## src/rtl/mem_arbiter_if.sv

```systemverilog
// Core-side request/response lines and shared data-RAM bus of mem_arbiter.
// The arbiter takes the slave view; the cores plus the RAM take the master view.
interface mem_arbiter_if #(
    parameter int NUM_CORES = 4,
    parameter int ID_W      = 2,
    parameter int ADDR_W    = 8,
    parameter int DATA_W    = 8
);
    logic [NUM_CORES-1:0][1:0]        core_mem_ctrl;
    logic [NUM_CORES-1:0][ADDR_W-1:0] core_addr;
    logic [NUM_CORES-1:0][DATA_W-1:0] core_wdata;
    logic [NUM_CORES-1:0]             core_done;
    logic [DATA_W-1:0]                rdata;
    logic [ID_W-1:0]                  grant_id;
    logic                             busy;
    logic [ADDR_W-1:0]                mem_addr;
    logic [DATA_W-1:0]                mem_wdata;
    logic                             mem_we;
    logic                             mem_re;
    logic [DATA_W-1:0]                mem_rdata;

    modport slave (
        input  core_mem_ctrl, core_addr, core_wdata, mem_rdata,
        output core_done, rdata, grant_id, busy, mem_addr, mem_wdata, mem_we, mem_re
    );

    modport master (
        output core_mem_ctrl, core_addr, core_wdata, mem_rdata,
        input  core_done, rdata, grant_id, busy, mem_addr, mem_wdata, mem_we, mem_re
    );
endinterface

```

## src/rtl/mem_arbiter.sv

```systemverilog
// Round-robin arbiter sharing one single-port data RAM between NUM_CORES cores,
// one access in flight; latches the winner's request and sequences the RAM.
module mem_arbiter #(
    parameter int NUM_CORES = 4,
    parameter int ID_W      = 2,
    parameter int ADDR_W    = 8,
    parameter int DATA_W    = 8,
    parameter int MEM_LAT   = 1
) (
    input  logic         clk,
    input  logic         rst,
    mem_arbiter_if.slave bus
);
    localparam int CNT_W = $clog2(MEM_LAT + 1);
    // WAIT spans MEM_LAT-1 cycles: load N-2 and leave when the counter hits zero.
    localparam logic [CNT_W-1:0] WAIT_INIT = CNT_W'((MEM_LAT > 1) ? MEM_LAT - 2 : 0);
    localparam logic [1:0] OP_READ  = 2'b01;
    localparam logic [1:0] OP_WRITE = 2'b10;

    typedef enum logic [2:0] {S_IDLE, S_ISSUE, S_WAIT, S_CAPTURE, S_DONE} state_e;

    typedef struct packed {
        logic              wr;
        logic [ADDR_W-1:0] addr;
        logic [DATA_W-1:0] wdata;
    } req_t;

    state_e            state_q, state_d;
    req_t              req_q, req_d;
    logic [ID_W-1:0]   grant_q, grant_d;
    logic [ID_W-1:0]   last_q, last_d;
    logic [DATA_W-1:0] rdata_q, rdata_d;
    logic [CNT_W-1:0]  cnt_q, cnt_d;

    logic [NUM_CORES-1:0] req_vec;
    logic                 pick_vld;
    logic [ID_W-1:0]      pick_id;
    logic [ID_W-1:0]      scan_id;

    for (genvar i = 0; i < NUM_CORES; i++) begin : g_req
        assign req_vec[i] = (bus.core_mem_ctrl[i] == OP_READ) ||
                            (bus.core_mem_ctrl[i] == OP_WRITE);
    end

    // Scan farthest-to-nearest from last+1 so the nearest requester overwrites.
    always_comb begin
        pick_vld = 1'b0;
        pick_id  = '0;
        scan_id  = '0;
        for (int k = NUM_CORES; k >= 1; k--) begin
            scan_id = ID_W'((int'(last_q) + k) % NUM_CORES);
            if (req_vec[scan_id]) begin
                pick_vld = 1'b1;
                pick_id  = scan_id;
            end
        end
    end

    always_comb begin
        state_d = state_q;
        req_d   = req_q;
        grant_d = grant_q;
        last_d  = last_q;
        rdata_d = rdata_q;
        cnt_d   = cnt_q;
        unique case (state_q)
            S_IDLE: begin
                if (pick_vld) begin
                    grant_d     = pick_id;
                    last_d      = pick_id;
                    req_d.wr    = (bus.core_mem_ctrl[pick_id] == OP_WRITE);
                    req_d.addr  = bus.core_addr[pick_id];
                    req_d.wdata = bus.core_wdata[pick_id];
                    state_d     = S_ISSUE;
                end
            end
            S_ISSUE: begin
                if (req_q.wr) begin
                    state_d = S_DONE;
                end else if (MEM_LAT > 1) begin
                    state_d = S_WAIT;
                    cnt_d   = WAIT_INIT;
                end else begin
                    state_d = S_CAPTURE;
                end
            end
            S_WAIT: begin
                if (cnt_q == '0) state_d = S_CAPTURE;
                else             cnt_d   = cnt_q - CNT_W'(1);
            end
            S_CAPTURE: begin
                rdata_d = bus.mem_rdata;
                state_d = S_DONE;
            end
            S_DONE:  state_d = S_IDLE;
            default: state_d = S_IDLE;
        endcase
    end

    always_ff @(posedge clk) begin
        if (rst) begin
            state_q <= S_IDLE;
            req_q   <= '0;
            grant_q <= '0;
            last_q  <= ID_W'(NUM_CORES - 1);
            rdata_q <= '0;
            cnt_q   <= '0;
        end else begin
            state_q <= state_d;
            req_q   <= req_d;
            grant_q <= grant_d;
            last_q  <= last_d;
            rdata_q <= rdata_d;
            cnt_q   <= cnt_d;
        end
    end

    assign bus.busy      = (state_q != S_IDLE);
    assign bus.mem_we    = (state_q == S_ISSUE) && req_q.wr;
    assign bus.mem_re    = (state_q == S_ISSUE) && !req_q.wr;
    assign bus.mem_addr  = req_q.addr;
    assign bus.mem_wdata = req_q.wdata;
    assign bus.core_done = (state_q == S_DONE) ? (NUM_CORES'(1) << grant_q) : '0;
    assign bus.grant_id  = grant_q;
    assign bus.rdata     = rdata_q;
endmodule

```

## src/flat_wrapper.sv

```systemverilog
// flat-port wrapper written by rule: the top's interface ports become plain ports
module mem_arbiter_flat 
#(
    parameter int NUM_CORES = 4,
    parameter int ID_W      = 2,
    parameter int ADDR_W    = 8,
    parameter int DATA_W    = 8,
    parameter int MEM_LAT   = 1
)
  (clk, rst, bus_core_mem_ctrl, bus_core_addr, bus_core_wdata, bus_mem_rdata, bus_core_done, bus_rdata, bus_grant_id, bus_busy, bus_mem_addr, bus_mem_wdata, bus_mem_we, bus_mem_re);
  mem_arbiter_if #(.NUM_CORES(NUM_CORES), .ID_W(ID_W), .ADDR_W(ADDR_W), .DATA_W(DATA_W)) bus_i ();
  input  logic clk;
  input  logic rst;
  input wire logic [$bits(bus_i.core_mem_ctrl)-1:0] bus_core_mem_ctrl;
  input wire logic [$bits(bus_i.core_addr)-1:0] bus_core_addr;
  input wire logic [$bits(bus_i.core_wdata)-1:0] bus_core_wdata;
  input wire logic [$bits(bus_i.mem_rdata)-1:0] bus_mem_rdata;
  output wire logic [$bits(bus_i.core_done)-1:0] bus_core_done;
  output wire logic [$bits(bus_i.rdata)-1:0] bus_rdata;
  output wire logic [$bits(bus_i.grant_id)-1:0] bus_grant_id;
  output wire logic [$bits(bus_i.busy)-1:0] bus_busy;
  output wire logic [$bits(bus_i.mem_addr)-1:0] bus_mem_addr;
  output wire logic [$bits(bus_i.mem_wdata)-1:0] bus_mem_wdata;
  output wire logic [$bits(bus_i.mem_we)-1:0] bus_mem_we;
  output wire logic [$bits(bus_i.mem_re)-1:0] bus_mem_re;
  assign bus_i.core_mem_ctrl = bus_core_mem_ctrl;
  assign bus_i.core_addr = bus_core_addr;
  assign bus_i.core_wdata = bus_core_wdata;
  assign bus_i.mem_rdata = bus_mem_rdata;
  assign bus_core_done = bus_i.core_done;
  assign bus_rdata = bus_i.rdata;
  assign bus_grant_id = bus_i.grant_id;
  assign bus_busy = bus_i.busy;
  assign bus_mem_addr = bus_i.mem_addr;
  assign bus_mem_wdata = bus_i.mem_wdata;
  assign bus_mem_we = bus_i.mem_we;
  assign bus_mem_re = bus_i.mem_re;
  mem_arbiter #(.NUM_CORES(NUM_CORES), .ID_W(ID_W), .ADDR_W(ADDR_W), .DATA_W(DATA_W), .MEM_LAT(MEM_LAT)) u_core (.clk(clk), .rst(rst), .bus(bus_i));
endmodule
```

## config.mk

```make
export PLATFORM = sky130hd
export DESIGN_NAME = mem_arbiter_flat
export DESIGN_NICKNAME = d
export VERILOG_FILES = /design/src/rtl/mem_arbiter_if.sv /design/src/rtl/mem_arbiter.sv /design/src/flat_wrapper.sv
export SDC_FILE = /design/constraint.sdc
export NUM_CORES = 1
export LEC_CHECK = 0
export ABC_AREA = 1
export CELL_PAD_IN_SITES_DETAIL_PLACEMENT = 1
export CELL_PAD_IN_SITES_GLOBAL_PLACEMENT = 1
export CORE_ASPECT_RATIO = 0.7
export CORE_MARGIN = 2
export CORE_UTILIZATION = 27
export DETAILED_ROUTE_END_ITERATION = 6
export GPL_TIMING_DRIVEN = 1
export PLACE_DENSITY = 0.93
export SLEW_MARGIN = 20
export SYNTH_ARGS = -nofsm -noshare
export SYNTH_HDL_FRONTEND = slang
export SYNTH_SLANG_ARGS = --single-unit
```

## constraint.sdc

```tcl
create_clock -name clk -period 2.3 [get_ports clk]
set_clock_uncertainty 0.1 [all_clocks]
set_input_delay 0.345 -clock clk [delete_from_list [all_inputs] [get_ports clk]]
set_output_delay 0.345 -clock clk [all_outputs]
set_load 0.02 [all_outputs]
```

=== After elaboration in Yosys (flattened, before gate mapping) ===
Cells that the tools add are included.

* Output and inout bits: 33
* Logic and storage cells: 73
* Flip-flop bits (word level): 33
* Input port bits: 82

* Add/subtract/negate cells: 5
* Equality and inequality tests: 15
* Magnitude comparators: 5
* Mux-type cells: 28
* Shift operators: 1
* Reductions and logical operators: 11

{| class="wikitable"
|+ Operator list
! operator !! number
|-
| 8-bit binary-select mux with 2-bit select || 2
|-
| 8-bit two-way mux || 2
|-
| 2-bit by 3-bit less-than comparator with 1-bit output, second input constant || 5
|-
| 3-bit case mux with 4 select lines || 1
|-
| 2-bit equality test, second input constant || 5
|-
| 2-bit two-way mux || 5
|-
| 1-bit two-way mux || 9
|-
| 3-bit two-way mux || 3
|-
| 1-bit binary-select mux with 2-bit select || 4
|-
| 2-bit by 1-bit equality test with 1-bit output, second input constant || 4
|-
| 3-bit by 2-bit equality test with 1-bit output, second input constant || 2
|-
| 2-bit by 1-bit adder with 2-bit output, second input constant || 2
|-
| 2-bit adder, second input constant || 2
|-
| 2-bit binary-select mux with 2-bit select || 1
|-
| 1-bit logical OR || 4
|-
| 4-bit two-way mux || 1
|-
| 2-bit AND reduction || 2
|-
| 1-bit by 2-bit << shifter with 4-bit output, first input constant || 1
|-
| 3-bit by 1-bit equality test with 1-bit output, second input constant || 1
|-
| 3-bit equality test, second input constant || 1
|-
| 3-bit zero test || 1
|-
| 3-bit nonzero test || 1
|-
| 1-bit logical AND || 2
|-
| 2-bit by 1-bit inequality test with 1-bit output, second input constant || 1
|-
| other kinds (3) || 3
|}

=== Longest topological paths before layout ===
* Word-level depth: 11
* Mapped depth: 17
* Mapped depth without buffers: 16

=== Worst setup path after synthesis ===
OpenSTA, ideal clock, no wires.

* Kind: register -> register
* Start point: reg u_core.last_q[0]
* End point: reg u_core.req_q (netlist bit u_core.bus.mem_wdata[0])
* Required time: 2091 ps
* Period minus slack after synthesis: 1784 ps
* Setup slack: 516 ps
* Library setup time: 109 ps
* Stages on the path, launching flop included: 14
* Data arrival time: 1575 ps
* Cell sequence: dfxtp_1 > xor2_1 > inv_1 > nand3_2 > nand2_1 > inv_2 > nand3_1 > nand2_2 > inv_2 > buf_6 > nand3_1 > nand3_1 > nand2_1 > inv_1

* Longest elaborated chain between the ends: 9
* Elaborated cells on any way between the ends: 23
* Classes of those cells: add/sub: 4; mux: 18; reduce/logical: 1

{| class="wikitable"
|+ RTL lines
! item !! line !! source
|-
| from (decl) || mem_arbiter.sv:31 || <nowiki>logic [ID_W-1:0] last_q, last_d;</nowiki>
|-
| from (signal assigned) || mem_arbiter.sv:105 || <nowiki>last_q <= ID_W'(NUM_CORES - 1);</nowiki>
|-
| from (signal assigned) || mem_arbiter.sv:112 || <nowiki>last_q <= last_d;</nowiki>
|-
| 2-bit by 1-bit adder with 2-bit output || mem_arbiter.sv:51 || <nowiki>scan_id = ID_W'((int'(last_q) + k) % NUM_CORES);</nowiki>
|-
| 1-bit binary-select mux with 2-bit select || mem_arbiter.sv:52 || <nowiki>if (req_vec[scan_id]) begin</nowiki>
|-
| 1-bit two-way mux (implied by the code) || mem_arbiter.sv:52 ||
|-
| 2-bit two-way mux (4 in a row) || mem_arbiter.sv:52 ||
|-
| 8-bit binary-select mux with 2-bit select || mem_arbiter.sv:73 || <nowiki>req_d.wdata = bus.core_wdata[pick_id];</nowiki>
|-
| 8-bit two-way mux (implied by the code) || mem_arbiter.sv:73 ||
|-
| to (signal assigned) || mem_arbiter.sv:110 || <nowiki>req_q <= req_d;</nowiki>
|-
| to (decl) || mem_arbiter.sv:29 || <nowiki>req_t req_q, req_d;</nowiki>
|}

Several ways; a longest one is shown, not always the timed one. The select of a mux whose other input is x is not followed.
A chain may end at the register's enable or synchronous reset.

=== Final worst setup path ===
* Start point: reg u_core.state_q[2]
* End point: out bus_busy

* Longest elaborated chain between the ends: 1

{| class="wikitable"
|+ RTL lines
! item !! line !! source
|-
| from (decl) || mem_arbiter.sv:28 || <nowiki>state_e state_q, state_d;</nowiki>
|-
| from (signal assigned) || mem_arbiter.sv:109 || <nowiki>state_q <= state_d;</nowiki>
|-
| 3-bit nonzero test || mem_arbiter.sv:118 || <nowiki>assign bus.busy = (state_q != S_IDLE);</nowiki>
|-
| to (decl) || flat_wrapper.sv:21 || <nowiki>output wire logic [$bits(bus_i.busy)-1:0] bus_busy;</nowiki>
|}

No other way between the ends.

==> impl_metrics.env <==
export IMPL_vias=2984
export IMPL_dr_pass1_iters=4
export IMPL_yosysTopAreaCell="dfxtp_1"
export IMPL_power_density_nw_per_um2=1460
export IMPL_netlist_instances=424
export IMPL_gp_congestion=0.850
export IMPL_synth_common_cells="88 x inv_1, 81 x nand3_1, 78 x nand2_1, 56 x nor2_1, 32 x dfxtp_1"
export IMPL_synthMuxAreaShare=0
export IMPL_maxUsedRoutingLayer="met4"
export IMPL_synth_compound_area_frac=0.0421
export IMPL_synthMostInstantiatedCell="inv_1"
export IMPL_crit_type="register to primary output"
export IMPL_ant_nets=0
export IMPL_synth_edf_count=0
export IMPL_antenna_found_initial=0
export IMPL_start_kind="register"
export IMPL_synth_top_family_by_area="simple AND/OR/NAND/NOR gates"
export IMPL_drv_slew=0
export IMPL_final_nets=611
export IMPL_worstSkewPairLatency_ps=270
export IMPL_finalCriticalPeriod_ps=2160
export IMPL_post_cts_buffers=0
export IMPL_arrival_ps=1710
export IMPL_grt_use_total=0.189
export IMPL_ir_worst_vdd_uv=636
export IMPL_hold_violations=0
export IMPL_coreArea_um2=9030
export IMPL_fillers=1160
export IMPL_cp_end_kind="primary output"
export IMPL_synth_avg_cell_area_um2=5.88
export IMPL_cts_tree="yes"
export IMPL_wl_met3_um=415
export IMPL_grt_first_pass_wirelength_um=15300
export IMPL_start_util=0.276
export IMPL_cts_buffer_depth=2
export IMPL_outcome="completed"
export IMPL_viasPerCell=4.56
export IMPL_cts_clk_slew_worst_paths_ps=50
export IMPL_grt_start_max_net_pins=26
export IMPL_synth_area_leaders="dfxtp_1 26%, nand3_1 16%, inv_1 13%"
export IMPL_die_h_um=84.4
export IMPL_maxCapViolCount=0
export IMPL_grt_pass1_vias=3130
export IMPL_yosysWarnings=0
export IMPL_ys_types=25
export IMPL_setup_worst_path_start="u_core.state_q[2]"
export IMPL_hold_path_class="register to register"
export IMPL_hpwl_um=7870
export IMPL_syn_area_um2=2490
export IMPL_yosysSeqAreaShare=0.257
export IMPL_ios=115
export IMPL_r2r_start="u_core.last_q[0]"
export IMPL_power_leakage_nw=2.01
export IMPL_io_buffers=114
export IMPL_fp_dieW_um=119
export IMPL_antenna_cells=0
export IMPL_clkSinkCount=32
export IMPL_post_route_drc_count=0
export IMPL_routed_wl_um=9650
export IMPL_min_delay_start="u_core.bus.rdata[6]"
export IMPL_max_freq_mhz=464
export IMPL_synth_async_reset_ratio=0
export IMPL_numCtsBuffers=5
export IMPL_syn_nets=506
export IMPL_report_final_setup_viol=0
export IMPL_row_count=29
export IMPL_wl_met1_um=4550
export IMPL_period_share=0.937
export IMPL_avgRoutedWirePerCell_um=14.8
export IMPL_die_area_um2=10000
export IMPL_finalSetupTns_ps=0
export IMPL_synth_simple_area_share=0.455
export IMPL_path_max_fanout=4
export IMPL_synth_xor_area_frac=0.00702
export IMPL_slew_limit_headroom=0.710
export IMPL_rsz0062_at_grt="true"
export IMPL_dp_slack_ps=-190
export IMPL_synth_flop_cell="dfxtp_1"
export IMPL_cts_root_buf="clkbuf_16"
export IMPL_drive_gt1_frac=0.0887
export IMPL_drt_initial_drc_count=88
export IMPL_required_ps=1860
export IMPL_htree_num_levels=2
export IMPL_synthAdderAreaFrac=0
export IMPL_synth_top_area_share=0.257
export IMPL_met2_length_um=4670
export IMPL_worst_pin_slew_ps=432
export IMPL_area_growth_pct=59.8
export IMPL_finalWorstSetupSlack_ps=144
export IMPL_ys_ff_latch=32
export IMPL_overflow=0
## report_power, final
part           switching [W]  leakage (nW)  internal (W)  total, W
clock network       0.000228        0.0712      0.000431  0.000660
logic                0.00246          1.68       0.00180   0.00426
registers           0.000145         0.264      0.000746  0.000891
## worst paths after layout
path,end,slack (ps),cells past startpoint
hold reg to reg,u_core.bus.rdata[6],390,2
setup reg to reg,u_core.bus.mem_addr[7],260,14
setup / recovery,bus_busy,140,3
hold / removal,u_core.bus.rdata[6],390,2
## layout make-up
cell class / instances / area, um^2 / share of cell area
repair buffers: 132 / 1400 / 0.352
clock buffers: 8 / 146 / 0.0367
inverters: 92 / 345 / 0.0866
multi-input cells: 266 / 1300 / 0.325
well taps: 124 / 155 / 0.0389
flip-flops and latches: 32 / 642 / 0.161
## placed cells by master, fill, tap and decap left out, types with 4 or more instances in the layout
master	instances
clkdlybuf4s50_1	110
inv_1	87
nand3_1	77
nand2_1	75
nor2_1	56
dfxtp_1	31
nand3b_1	16
o21ai_0	12
buf_4	8
nand2_2	7
buf_12	7
clkbuf_16	6
nor3_1	5
nand3_2	5
inv_2	4
dlymetal6s2s_1	4
## per-layer routing
| metal | vias to the layer above | global-route usage |
|---|---|---|
| met3 | 2 | 0.0313 |
| li1 | 1489 | - |
| met4 | 0 | 0.0227 |
| met2 | 90 | 0.330 |
| met5 | - | 0 |
| met1 | 1403 | 0.253 |
## what timing repair did
item | CTS | global route
resized for setup | 0 | 18
setup endpoints to repair | 0 | 19
hold buffers | 0 | 0
endpoints found under the hold margin | 0 | 0
## flip-flops by register name, indices dropped and copies added, names as in the netlist
name / cells
u_core.bus.grant_id: 2
u_core.bus.mem_addr: 8
u_core.bus.mem_wdata: 8
u_core.bus.rdata: 8
u_core.last_q: 2
u_core.req_q: 1
u_core.state_q: 3
## worst max-delay path: stages, from the launching register on
cell and delay [ps]:
dfxtp_1 340, nor3_1 400, inv_1 130, clkdlybuf4s50_1 570
## logic make-up (layout without fill, tap and decap cells)
group	Yosys count	after routing
AND/OR/NAND/NOR	245	245
AO/OA/AOI/OAI	19	19
flip-flops	32	32
buffers and inverters	126	232
XOR/XNOR	2	2
## stage by stage
stage	area [um^2]	hold slack, ps	std cells	power (W)	util
after global placement	3750	362	645	0.00475	0.416
after detailed placement	3750	384	645	0.00495	0.416
after floorplan	2490	412	424	0.00357	-
after CTS	3900	396	653	0.00563	0.432
after global routing	3990	423	654	0.00629	0.441
final	3990	391	654	0.00581	0.441
(Power assumes the default switching activity.)
